File: src/rtl/lbus_arbiter_if.sv
// Bundle of the two request ports and the shared slave port of the local-bus
// arbiter.
//
// Handshake: a master raises mN_req with we/addr/wdata/wstrb stable. The request
// is sampled only while the arbiter is idle. Once the arbiter has granted and
// latched a request, the master may drop req. The transfer ends with a
// single-cycle mN_ack, with mN_err and mN_rdata valid in that same cycle. On the
// slave side, s_ren/s_wen is a single-cycle strobe. The slave then answers with
// s_rvalid (read) or s_wready (write). The arbiter accepts only the matching type
// of answer, and only while the transfer is outstanding.
`timescale 1ns/1ps
interface lbus_arbiter_if;
    logic        m0_req;
    logic        m1_req;
    logic        m0_we;
    logic        m1_we;
    logic [31:0] m0_addr;
    logic [31:0] m1_addr;
    logic [31:0] m0_wdata;
    logic [31:0] m1_wdata;
    logic [3:0]  m0_wstrb;
    logic [3:0]  m1_wstrb;
    logic        m0_ack;
    logic        m1_ack;
    logic        m0_err;
    logic        m1_err;
    logic [31:0] m0_rdata;
    logic [31:0] m1_rdata;
    logic [31:0] s_addr;
    logic [31:0] s_wdata;
    logic [3:0]  s_wstrb;
    logic        s_wen;
    logic        s_ren;
    logic [31:0] s_rdata;
    logic        s_rvalid;
    logic        s_wready;
    logic        busy;

    // Environment view: the two requesting masters plus the slave device.
    modport master (
        output m0_req, m1_req, m0_we, m1_we, m0_addr, m1_addr,
               m0_wdata, m1_wdata, m0_wstrb, m1_wstrb,
               s_rdata, s_rvalid, s_wready,
        input  m0_ack, m1_ack, m0_err, m1_err, m0_rdata, m1_rdata,
               s_addr, s_wdata, s_wstrb, s_wen, s_ren, busy
    );

    // Arbiter view: serves the masters, drives the slave.
    modport slave (
        input  m0_req, m1_req, m0_we, m1_we, m0_addr, m1_addr,
               m0_wdata, m1_wdata, m0_wstrb, m1_wstrb,
               s_rdata, s_rvalid, s_wready,
        output m0_ack, m1_ack, m0_err, m1_err, m0_rdata, m1_rdata,
               s_addr, s_wdata, s_wstrb, s_wen, s_ren, busy
    );
endinterface

File: src/rtl/lbus_arbiter.sv
// Two-master round-robin arbiter for a single local-bus slave. It runs one
// transfer at a time: IDLE -> ISSUE -> (WAIT) -> DONE. A transfer that gets no
// answer within TIMEOUT wait cycles completes with an error.
`timescale 1ns/1ps
module lbus_arbiter #(
    parameter int unsigned TIMEOUT = 15
) (
    input  logic          clk,
    input  logic          reset_n,
    lbus_arbiter_if.slave bus,
    output logic [1:0]    state_o
);
    localparam logic [7:0] TIMEOUT_CNT = 8'(TIMEOUT);

    typedef enum logic [1:0] {
        IDLE  = 2'd0,
        ISSUE = 2'd1,
        WAIT  = 2'd2,
        DONE  = 2'd3
    } state_t;

    state_t      state_q, state_d;
    logic        gnt_q, gnt_d;      // 0 = m0, 1 = m1 owns the current transfer
    logic        last_q, last_d;    // master granted most recently
    logic        we_q, we_d;
    logic        err_q, err_d;
    logic [31:0] addr_q, addr_d;
    logic [31:0] wdata_q, wdata_d;
    logic [3:0]  wstrb_q, wstrb_d;
    logic [7:0]  cnt_q, cnt_d;
    logic [31:0] rdata0_q, rdata0_d;
    logic [31:0] rdata1_q, rdata1_d;
    logic        rsp_ok;
    logic        finish;
    logic [31:0] fin_data;
    logic        active;

    // Only the answer type that matches the outstanding transfer counts.
    assign rsp_ok = we_q ? bus.s_wready : bus.s_rvalid;

    // Next-state: arbitration, response/timeout handling, read-data capture.
    always_comb begin
        state_d  = state_q;
        gnt_d    = gnt_q;
        last_d   = last_q;
        we_d     = we_q;
        err_d    = err_q;
        addr_d   = addr_q;
        wdata_d  = wdata_q;
        wstrb_d  = wstrb_q;
        cnt_d    = cnt_q;
        rdata0_d = rdata0_q;
        rdata1_d = rdata1_q;
        finish   = 1'b0;
        fin_data = 32'h0;
        case (state_q)
            IDLE: begin
                if (bus.m0_req || bus.m1_req) begin
                    // On a tie the master that was not served last wins.
                    if (bus.m0_req && bus.m1_req) gnt_d = ~last_q;
                    else                          gnt_d = bus.m1_req;
                    we_d    = gnt_d ? bus.m1_we    : bus.m0_we;
                    addr_d  = gnt_d ? bus.m1_addr  : bus.m0_addr;
                    wdata_d = gnt_d ? bus.m1_wdata : bus.m0_wdata;
                    wstrb_d = gnt_d ? bus.m1_wstrb : bus.m0_wstrb;
                    cnt_d   = 8'h0;
                    state_d = ISSUE;
                end
            end
            ISSUE: begin
                if (rsp_ok) begin
                    finish   = 1'b1;
                    err_d    = 1'b0;
                    fin_data = we_q ? 32'h0 : bus.s_rdata;
                end else begin
                    state_d = WAIT;
                end
            end
            WAIT: begin
                // A response in the final counted cycle still beats the timeout.
                if (rsp_ok) begin
                    finish   = 1'b1;
                    err_d    = 1'b0;
                    fin_data = we_q ? 32'h0 : bus.s_rdata;
                end else begin
                    cnt_d = cnt_q + 8'd1;
                    if (cnt_d == TIMEOUT_CNT) begin
                        finish   = 1'b1;
                        err_d    = 1'b1;
                        fin_data = 32'h0;
                    end
                end
            end
            DONE: begin
                last_d  = gnt_q;
                state_d = IDLE;
            end
            default: state_d = IDLE;
        endcase
        if (finish) begin
            state_d = DONE;
            if (gnt_q) rdata1_d = fin_data;
            else       rdata0_d = fin_data;
        end
    end

    // State and datapath registers; reset discards any transfer in flight.
    always_ff @(posedge clk or negedge reset_n) begin
        if (!reset_n) begin
            state_q  <= IDLE;
            gnt_q    <= 1'b0;
            last_q   <= 1'b1;
            we_q     <= 1'b0;
            err_q    <= 1'b0;
            addr_q   <= 32'h0;
            wdata_q  <= 32'h0;
            wstrb_q  <= 4'h0;
            cnt_q    <= 8'h0;
            rdata0_q <= 32'h0;
            rdata1_q <= 32'h0;
        end else begin
            state_q  <= state_d;
            gnt_q    <= gnt_d;
            last_q   <= last_d;
            we_q     <= we_d;
            err_q    <= err_d;
            addr_q   <= addr_d;
            wdata_q  <= wdata_d;
            wstrb_q  <= wstrb_d;
            cnt_q    <= cnt_d;
            rdata0_q <= rdata0_d;
            rdata1_q <= rdata1_d;
        end
    end

    // Outputs decoded from the registered state.
    // The slave bus is quiet (all zero) except while a transfer is outstanding.
    assign active       = (state_q == ISSUE) || (state_q == WAIT);
    assign bus.busy     = (state_q != IDLE);
    assign bus.s_ren    = (state_q == ISSUE) && !we_q;
    assign bus.s_wen    = (state_q == ISSUE) && we_q;
    assign bus.s_addr   = active ? addr_q : 32'h0;
    assign bus.s_wdata  = active ? wdata_q : 32'h0;
    assign bus.s_wstrb  = (active && we_q) ? wstrb_q : 4'h0;
    assign bus.m0_ack   = (state_q == DONE) && !gnt_q;
    assign bus.m1_ack   = (state_q == DONE) && gnt_q;
    assign bus.m0_err   = bus.m0_ack && err_q;
    assign bus.m1_err   = bus.m1_ack && err_q;
    assign bus.m0_rdata = rdata0_q;
    assign bus.m1_rdata = rdata1_q;
    assign state_o      = state_q;
endmodule

File: src/flat_wrapper.sv
// flat-port wrapper written by rule: the top's interface ports become plain ports
module lbus_arbiter_flat 
#(
    parameter int unsigned TIMEOUT = 15
)
  (clk, reset_n, state_o, bus_m0_req, bus_m1_req, bus_m0_we, bus_m1_we, bus_m0_addr, bus_m1_addr, bus_m0_wdata, bus_m1_wdata, bus_m0_wstrb, bus_m1_wstrb, bus_s_rdata, bus_s_rvalid, bus_s_wready, bus_m0_ack, bus_m1_ack, bus_m0_err, bus_m1_err, bus_m0_rdata, bus_m1_rdata, bus_s_addr, bus_s_wdata, bus_s_wstrb, bus_s_wen, bus_s_ren, bus_busy);
  lbus_arbiter_if bus_i ();
  input  logic clk;
  input  logic reset_n;
  output logic [1:0] state_o;
  input wire logic [$bits(bus_i.m0_req)-1:0] bus_m0_req;
  input wire logic [$bits(bus_i.m1_req)-1:0] bus_m1_req;
  input wire logic [$bits(bus_i.m0_we)-1:0] bus_m0_we;
  input wire logic [$bits(bus_i.m1_we)-1:0] bus_m1_we;
  input wire logic [$bits(bus_i.m0_addr)-1:0] bus_m0_addr;
  input wire logic [$bits(bus_i.m1_addr)-1:0] bus_m1_addr;
  input wire logic [$bits(bus_i.m0_wdata)-1:0] bus_m0_wdata;
  input wire logic [$bits(bus_i.m1_wdata)-1:0] bus_m1_wdata;
  input wire logic [$bits(bus_i.m0_wstrb)-1:0] bus_m0_wstrb;
  input wire logic [$bits(bus_i.m1_wstrb)-1:0] bus_m1_wstrb;
  input wire logic [$bits(bus_i.s_rdata)-1:0] bus_s_rdata;
  input wire logic [$bits(bus_i.s_rvalid)-1:0] bus_s_rvalid;
  input wire logic [$bits(bus_i.s_wready)-1:0] bus_s_wready;
  output wire logic [$bits(bus_i.m0_ack)-1:0] bus_m0_ack;
  output wire logic [$bits(bus_i.m1_ack)-1:0] bus_m1_ack;
  output wire logic [$bits(bus_i.m0_err)-1:0] bus_m0_err;
  output wire logic [$bits(bus_i.m1_err)-1:0] bus_m1_err;
  output wire logic [$bits(bus_i.m0_rdata)-1:0] bus_m0_rdata;
  output wire logic [$bits(bus_i.m1_rdata)-1:0] bus_m1_rdata;
  output wire logic [$bits(bus_i.s_addr)-1:0] bus_s_addr;
  output wire logic [$bits(bus_i.s_wdata)-1:0] bus_s_wdata;
  output wire logic [$bits(bus_i.s_wstrb)-1:0] bus_s_wstrb;
  output wire logic [$bits(bus_i.s_wen)-1:0] bus_s_wen;
  output wire logic [$bits(bus_i.s_ren)-1:0] bus_s_ren;
  output wire logic [$bits(bus_i.busy)-1:0] bus_busy;
  assign bus_i.m0_req = bus_m0_req;
  assign bus_i.m1_req = bus_m1_req;
  assign bus_i.m0_we = bus_m0_we;
  assign bus_i.m1_we = bus_m1_we;
  assign bus_i.m0_addr = bus_m0_addr;
  assign bus_i.m1_addr = bus_m1_addr;
  assign bus_i.m0_wdata = bus_m0_wdata;
  assign bus_i.m1_wdata = bus_m1_wdata;
  assign bus_i.m0_wstrb = bus_m0_wstrb;
  assign bus_i.m1_wstrb = bus_m1_wstrb;
  assign bus_i.s_rdata = bus_s_rdata;
  assign bus_i.s_rvalid = bus_s_rvalid;
  assign bus_i.s_wready = bus_s_wready;
  assign bus_m0_ack = bus_i.m0_ack;
  assign bus_m1_ack = bus_i.m1_ack;
  assign bus_m0_err = bus_i.m0_err;
  assign bus_m1_err = bus_i.m1_err;
  assign bus_m0_rdata = bus_i.m0_rdata;
  assign bus_m1_rdata = bus_i.m1_rdata;
  assign bus_s_addr = bus_i.s_addr;
  assign bus_s_wdata = bus_i.s_wdata;
  assign bus_s_wstrb = bus_i.s_wstrb;
  assign bus_s_wen = bus_i.s_wen;
  assign bus_s_ren = bus_i.s_ren;
  assign bus_busy = bus_i.busy;
  lbus_arbiter #(.TIMEOUT(TIMEOUT)) u_core (.clk(clk), .reset_n(reset_n), .bus(bus_i), .state_o(state_o));
endmodule
File: config.mk
export PLATFORM = sky130hd
export DESIGN_NAME = lbus_arbiter_flat
export DESIGN_NICKNAME = d
export VERILOG_FILES = /design/src/rtl/lbus_arbiter_if.sv /design/src/rtl/lbus_arbiter.sv /design/src/flat_wrapper.sv
export SDC_FILE = /design/constraint.sdc
export NUM_CORES = 1
export LEC_CHECK = 0
export CORE_AREA = 2 2 143 145
export DETAILED_ROUTE_END_ITERATION = 7
export DIE_AREA = 0 0 145 147
export PLACE_DENSITY = 0.88
export SYNTH_ARGS = -nofsm -noshare
export SYNTH_HDL_FRONTEND = slang
export SYNTH_SLANG_ARGS = --single-unit
File: constraint.sdc
create_clock -name clk -period 1.95 [get_ports clk]
set_clock_uncertainty 0.2 [all_clocks]
set_input_delay 0.195 -clock clk [delete_from_list [all_inputs] [get_ports clk]]
set_output_delay 0.195 -clock clk [all_outputs]
set_load 0.02 [all_outputs]
### Word level (Yosys, flattened, before mapping)

Index checks and enable logic that the tools add are counted.

* memories: 0
* register bits after elaboration: 146
* RAM bits: 0
* bits in read-only memories: 0
* output and inout port bits: 141
* word-level logic and storage cells: 77
* bits in latches: 0
* input bits: 176

* shift operators: 0
* bitwise operators: 2
* multiply operators: 0
* add/subtract/negate cells: 1
* mux-type cells: 29
* order comparisons: 0
* equality and inequality tests: 10
* reduce and logical (&&, ||, !) cells: 24
* div/mod/pow operators: 0

Operators with widths (number)
* $mux W32: 7
* $mux W8: 2
* $pmux W8 S2: 1
* $mux W1: 11
* $reduce_and A3 Y1: 3
* $add A8 B1 Y8 const B: 1
* $eq A8 B4 Y1 const B: 1
* $logic_and A1 B1 Y1: 8
* $mux W4: 2
* $mux W2: 3
* $ne A3 B1 Y1 const B: 2
* $pmux W2 S3: 1
* $reduce_and A2 Y1: 3
* $reduce_bool A2 Y1: 3
* $eq A2 B2 Y1 const B: 2
* $ne A2 B1 Y1 const B: 2
* $pmux W1 S2: 2
* $reduce_bool A4 Y1: 1
* $ne A3 B3 Y1 const B: 1
* $eq A2 B1 Y1 const B: 1
* $logic_not A1 Y1: 2
* $logic_not A2 Y1: 1
* $logic_or A1 B1 Y1: 2
* $ne A2 B2 Y1 const B: 1
* 2 further kinds: 3

### Longest topological paths before layout

* depth after elaboration: 7
* gate-level depth with buffers: 9
* mapped depth without buffers: 7

### Worst setup path before layout

No wires, ideal clock.

* path type: reg2reg
* start point: register u_core.state_q[0], in the netlist u_core.state_o[0]
* end point: register u_core.cnt_q[3]
* slack: -0.261 ns
* path buffers: 1
* setup time: 0.128 ns
* period minus slack after synthesis: 2.211 ns
* cell stages (with the launch flop): 9
* data arrival time: 1.882 ns
* required time: 1.622 ns
* cell sequence: dfrtp_1 -> inv_1 -> ha_1 -> or3b_2 -> nand3_1 -> buf_2 -> nor2_1 -> o21ai_0 -> o31ai_1

* word-level cells in the longest chain between the ends: 3

Ends and longest elaborated chain
* start, declared: line lbus_arbiter.sv:22 `state_t state_q, state_d;`
* start signal, assigned: line lbus_arbiter.sv:122 `state_q <= state_d;`
* $eq A2 B2 Y1 or $logic_not A2 Y1 (tied branches): line lbus_arbiter.sv:56 `case (state_q)`
* $ne A2 B2 Y1 (no line), or another cell as far along
* $reduce_and A3 Y1 (no line)
* end signal, assigned: line lbus_arbiter.sv:130 `cnt_q <= cnt_d;`
* end, declared: line lbus_arbiter.sv:30 `logic [7:0] cnt_q, cnt_d;`

Parallel ways exist; a longest one is shown, timed or not.
A chain may end at the register's enable or synchronous reset.

### Worst setup path in the final report

* start point: register u_core.state_q[1], in the netlist u_core.state_o[1]
* end point: register u_core.rdata0_q[30], in the netlist u_core.bus.m0_rdata[30]

* word-level cells in the longest chain between the ends: 3

Ends and longest elaborated chain
* $eq A2 B2 Y1 or $eq A2 B1 Y1 (tied branches): line lbus_arbiter.sv:56
* $pmux W1 S2 or $reduce_or A2 Y1 (tied branches)
* $reduce_and A2 Y1 (no line) or $mux W32 (tied branches)
* end signal, assigned: line lbus_arbiter.sv:131 `rdata0_q <= rdata0_d;`
* end, declared: line lbus_arbiter.sv:31 `logic [31:0] rdata0_q, rdata0_d;`

Parallel ways exist; a longest one is shown, timed or not.

==> run_results.csv <==
group,metric,value,unit
critical_path,cp.arrival,2390,ps
clocking,clk_latency,420,ps
critical_path,reg2reg_from,"u_core.state_o[1]",
routing,drt_iter0_markers,216,
global_routing,track_usage,22.95,%
clocking,cts.sinks,146,
critical_path,cp_slowest_stage_delay,470,ps
routing,wl,27250,microns
synth,syn_nets,962,
clocking,cts_tree,"done",
global_routing,grt_pass1_wl,38740,microns
routing,num_vias,7273,
cells_and_area,final_layout_size_suffix_gt1_share,28.04,%
power,ir_drop,848.4,uV
critical_path,rr_endpoint,"u_core.bus.m0_rdata[30]",
cells_and_area,fin_nets,1346,
clocking,cts-root-buf,"clkbuf_16",
critical_path,r2r_cells,7,
synth,ys_top_cells_by_count,"dfrtp_1, mux2i_1, and2_1, o21ai_0, nand2_1",
critical_path,critPathRequiredTime,2040,ps
synth,synth_edf_count,0,
placed_design,place_area,11520,sq um
cells_and_area,utilization,66.72,%
placed_design,portBuffers,316,
synth,synth_top_cell_by_area,"dfrtp_1",
critical_path,crit_type,"reg2reg",
synth,async_reset_ff_share,100.0,%
routing,avgViaCountPerCell,5.023,
critical_path,crit_start,"u_core.state_o[1]",
timing,max_freq,434.7,MHz
critical_path,path_max_fanout,9,
flow_run,drv_cap,0,
timing,slew_viol_final,0,
clocking,cts_buffers,17,
global_routing,overflow,0,
timing,hold_violations,0,
die,fp.coreArea,19840,sq um
critical_path,regToRegSetupSlack,-350,ps
critical_path,path_cells,"inv_2 -> ha_4 -> buf_6 -> or3b_4 -> clkbuf_16 -> mux2i_1 -> o21ai_2",
cells_and_area,multi_input_area,3908,sq um
timing,slew_headroom,72.98,%
placed_design,gp_congestion,0.8410,
synth,synth_cells,780,
power,power_density,1824,nW/um^2
critical_path,critPathLaunchType,"flip-flop",
synth,syn_area_per_cell,9.780,sq um
synth,syn-cell-area,7629,sq um
placed_design,hpwl,17210,microns
synth,synth-seq-cells,146,
critical_path,crit_slowest_cell,"or3b_4",
cells_and_area,n_fill_cell,1445,
timing,setup_violations,137,
die,die_area,21320,sq um
global_routing,antenna_found_initial,1,
global_routing,first_global_vias,7347,
power,p_leak,6.350,nW
die,die_h,147,microns
die,rows,52,
cells_and_area,seqCellArea,3657,sq um
synth,yosys-top-cells-area,"dfrtp_1, mux2i_1, and2_1",
cells_and_area,area_growth,73.54,%
worst_hold_path,worstHoldPathType,"in2async",
timing,rsz0062_at_grt,"true",
synth,yosysWarnings,0,
routing,ant_nets,0,
synth,yosysSeqAreaShare,47.91,%
timing,worst_pin_slew,405.3,ps
clocking,cts.path.max_buffers,2,
die,die_w,145,microns
routing,wire_per_inst,18.82,microns
outcome,violations,"negative setup slack",
outcome,outcome,"finished with violations",
timing,final.period_utilization,118.0,%
placed_design,place_ws,-291.0,ps
critical_path,end_kind,"flip-flop",
die,ios,317,
synth,synth_top_area_share,47.56,%
critical_path,endpoint,"u_core.bus.m0_rdata[30]",
timing,period_minus_slack,2301,ps
timing,layout_setup_ws,-350.6,ps
global_routing,grt_max_degree,51,
clocking,clkTransAtPathRegs,70,ps
synth,synth_ff_type,"dfrtp_1",
routing,drt_first_pass_iters,4,
routing,drc,0,
die,start_util,38.44,%
clocking,htreeDepth,4,
synth,synth_most_common_cell,"dfrtp_1",
cells_and_area,design_area,13240,sq um
synth,ys_types,47,
placed cells by master (no fill, tap or decap), drive strengths merged, types with 2 or more instances in the layout:
| cell | n |
|---|---|
| o211ai | 2 |
| a21o | 2 |
| xnor2 | 2 |
| nand3 | 5 |
| ha | 6 |
| dfrtp | 145 |
| o31ai | 3 |
| clkbuf | 26 |
| nor2 | 5 |
| clkinv | 2 |
| buf | 167 |
| nor3 | 2 |
| or3b | 2 |
| a21oi | 2 |
| nand4 | 3 |
| nand2 | 74 |
| and2 | 99 |
| and3 | 6 |
| o21ai | 147 |
| clkinvlp | 3 |
| nor2b | 3 |
| clkdlybuf4s50 | 239 |
| inv | 77 |
| mux2 | 2 |
| and3b | 2 |
| mux2i | 134 |
stage by stage:
step                TNS (ps)  total power [mW]  hold WS [ps]  cells
floorplan              -2364             11.62        -300.6    780
global placement      -24670             16.51        -69.60   1377
detailed placement    -29480             16.95        -65.89   1377
CTS                   -25390             21.79         58.92   1430
global route          -39330             25.33         90.48   1448
finish                -30050             24.15         77.68   1448
repair_timing:
item | CTS | global route
resized for setup | 441 | 137
pin swaps | 1 | 3
buffers inserted | 11 | 8
gates cloned | 9 | 11
setup endpoints to repair | 144 | 148
hold endpoints to repair | 145 | 0
hold buffers | 1 | 0
cell families (layout without fill, tap and decap cells):
logic type               Yosys count  in the layout  synth area share [%]
AO/OA/AOI/OAI                    163            163                 11.30
XOR/XNOR                           3              3                0.3445
adder cells (fa/ha/maj)            6              6                0.9841
buffers and inverters            121            518                 7.118
flip-flops                       146            146                 47.91
multiplexers                     136            136                 17.93
other                              0              1                     0
AND/OR/NAND/NOR                  205            205                 14.42
worst min-delay path by stage:
stage                  from                       to  cells after the start  slack (ps)
floorplan           reset_n         u_core.addr_q[0]                      0        -300
global placement    reset_n   u_core.bus.m0_rdata[7]                      1         -70
detailed placement  reset_n  u_core.bus.m0_rdata[30]                      1         -70
CTS                 reset_n             u_core.err_q                      2          60
global route        reset_n   u_core.bus.m0_rdata[5]                      2          90
finish              reset_n   u_core.bus.m0_rdata[5]                      2          80
metal layers:
metal | GRT usage (%) | routed length [microns] | vias to the layer above
li1 | - | - | 3372
met1 | 26.27 | 10290 | 3497
met2 | 41.81 | 14300 | 347
met3 | 5.311 | 1705 | 57
met4 | 8.614 | 952 | 0
met5 | 0 | 0 | -
area by class of cell:
type,count,area share [%]
Multi-Input combinational cell,513,29.52
Clock inverter,14,1.068
Sequential cell,146,27.63
Clock buffer,18,3.317
Tap cell,270,2.552
Inverter,69,1.956
Antenna cell,1,0.01890
Timing Repair Buffer,417,33.95
state kept, by name, summed over array words and instances, names as in the netlist:
register             flops
u_core.last_q            1
u_core.state_o           2
u_core.bus.m0_rdata     32
u_core.addr_q           32
u_core.cnt_q             8
u_core.wstrb_q           4
u_core.bus.m1_rdata     32
u_core.we_q              1
u_core.wdata_q          32
u_core.err_q             1
u_core.gnt_q             1
critical path: cells and delay by family (launching register included):
family	cells	cell delay, ps
AOI/OAI and AO/OA	1	100
and+or+nand+nor	1	470
buffers and inverters	3	420
muxes	1	230
adders and majority gates	1	380
DFF	1	380
report_power, final:
part           switching (mW)  internal [mW]  leakage, nW
registers                1.08           4.45         1.62
clock network            1.43           1.83        0.279
logic                    7.57           7.78         4.45
total                    10.1           14.1         6.35
(Power assumes the default switching activity.)
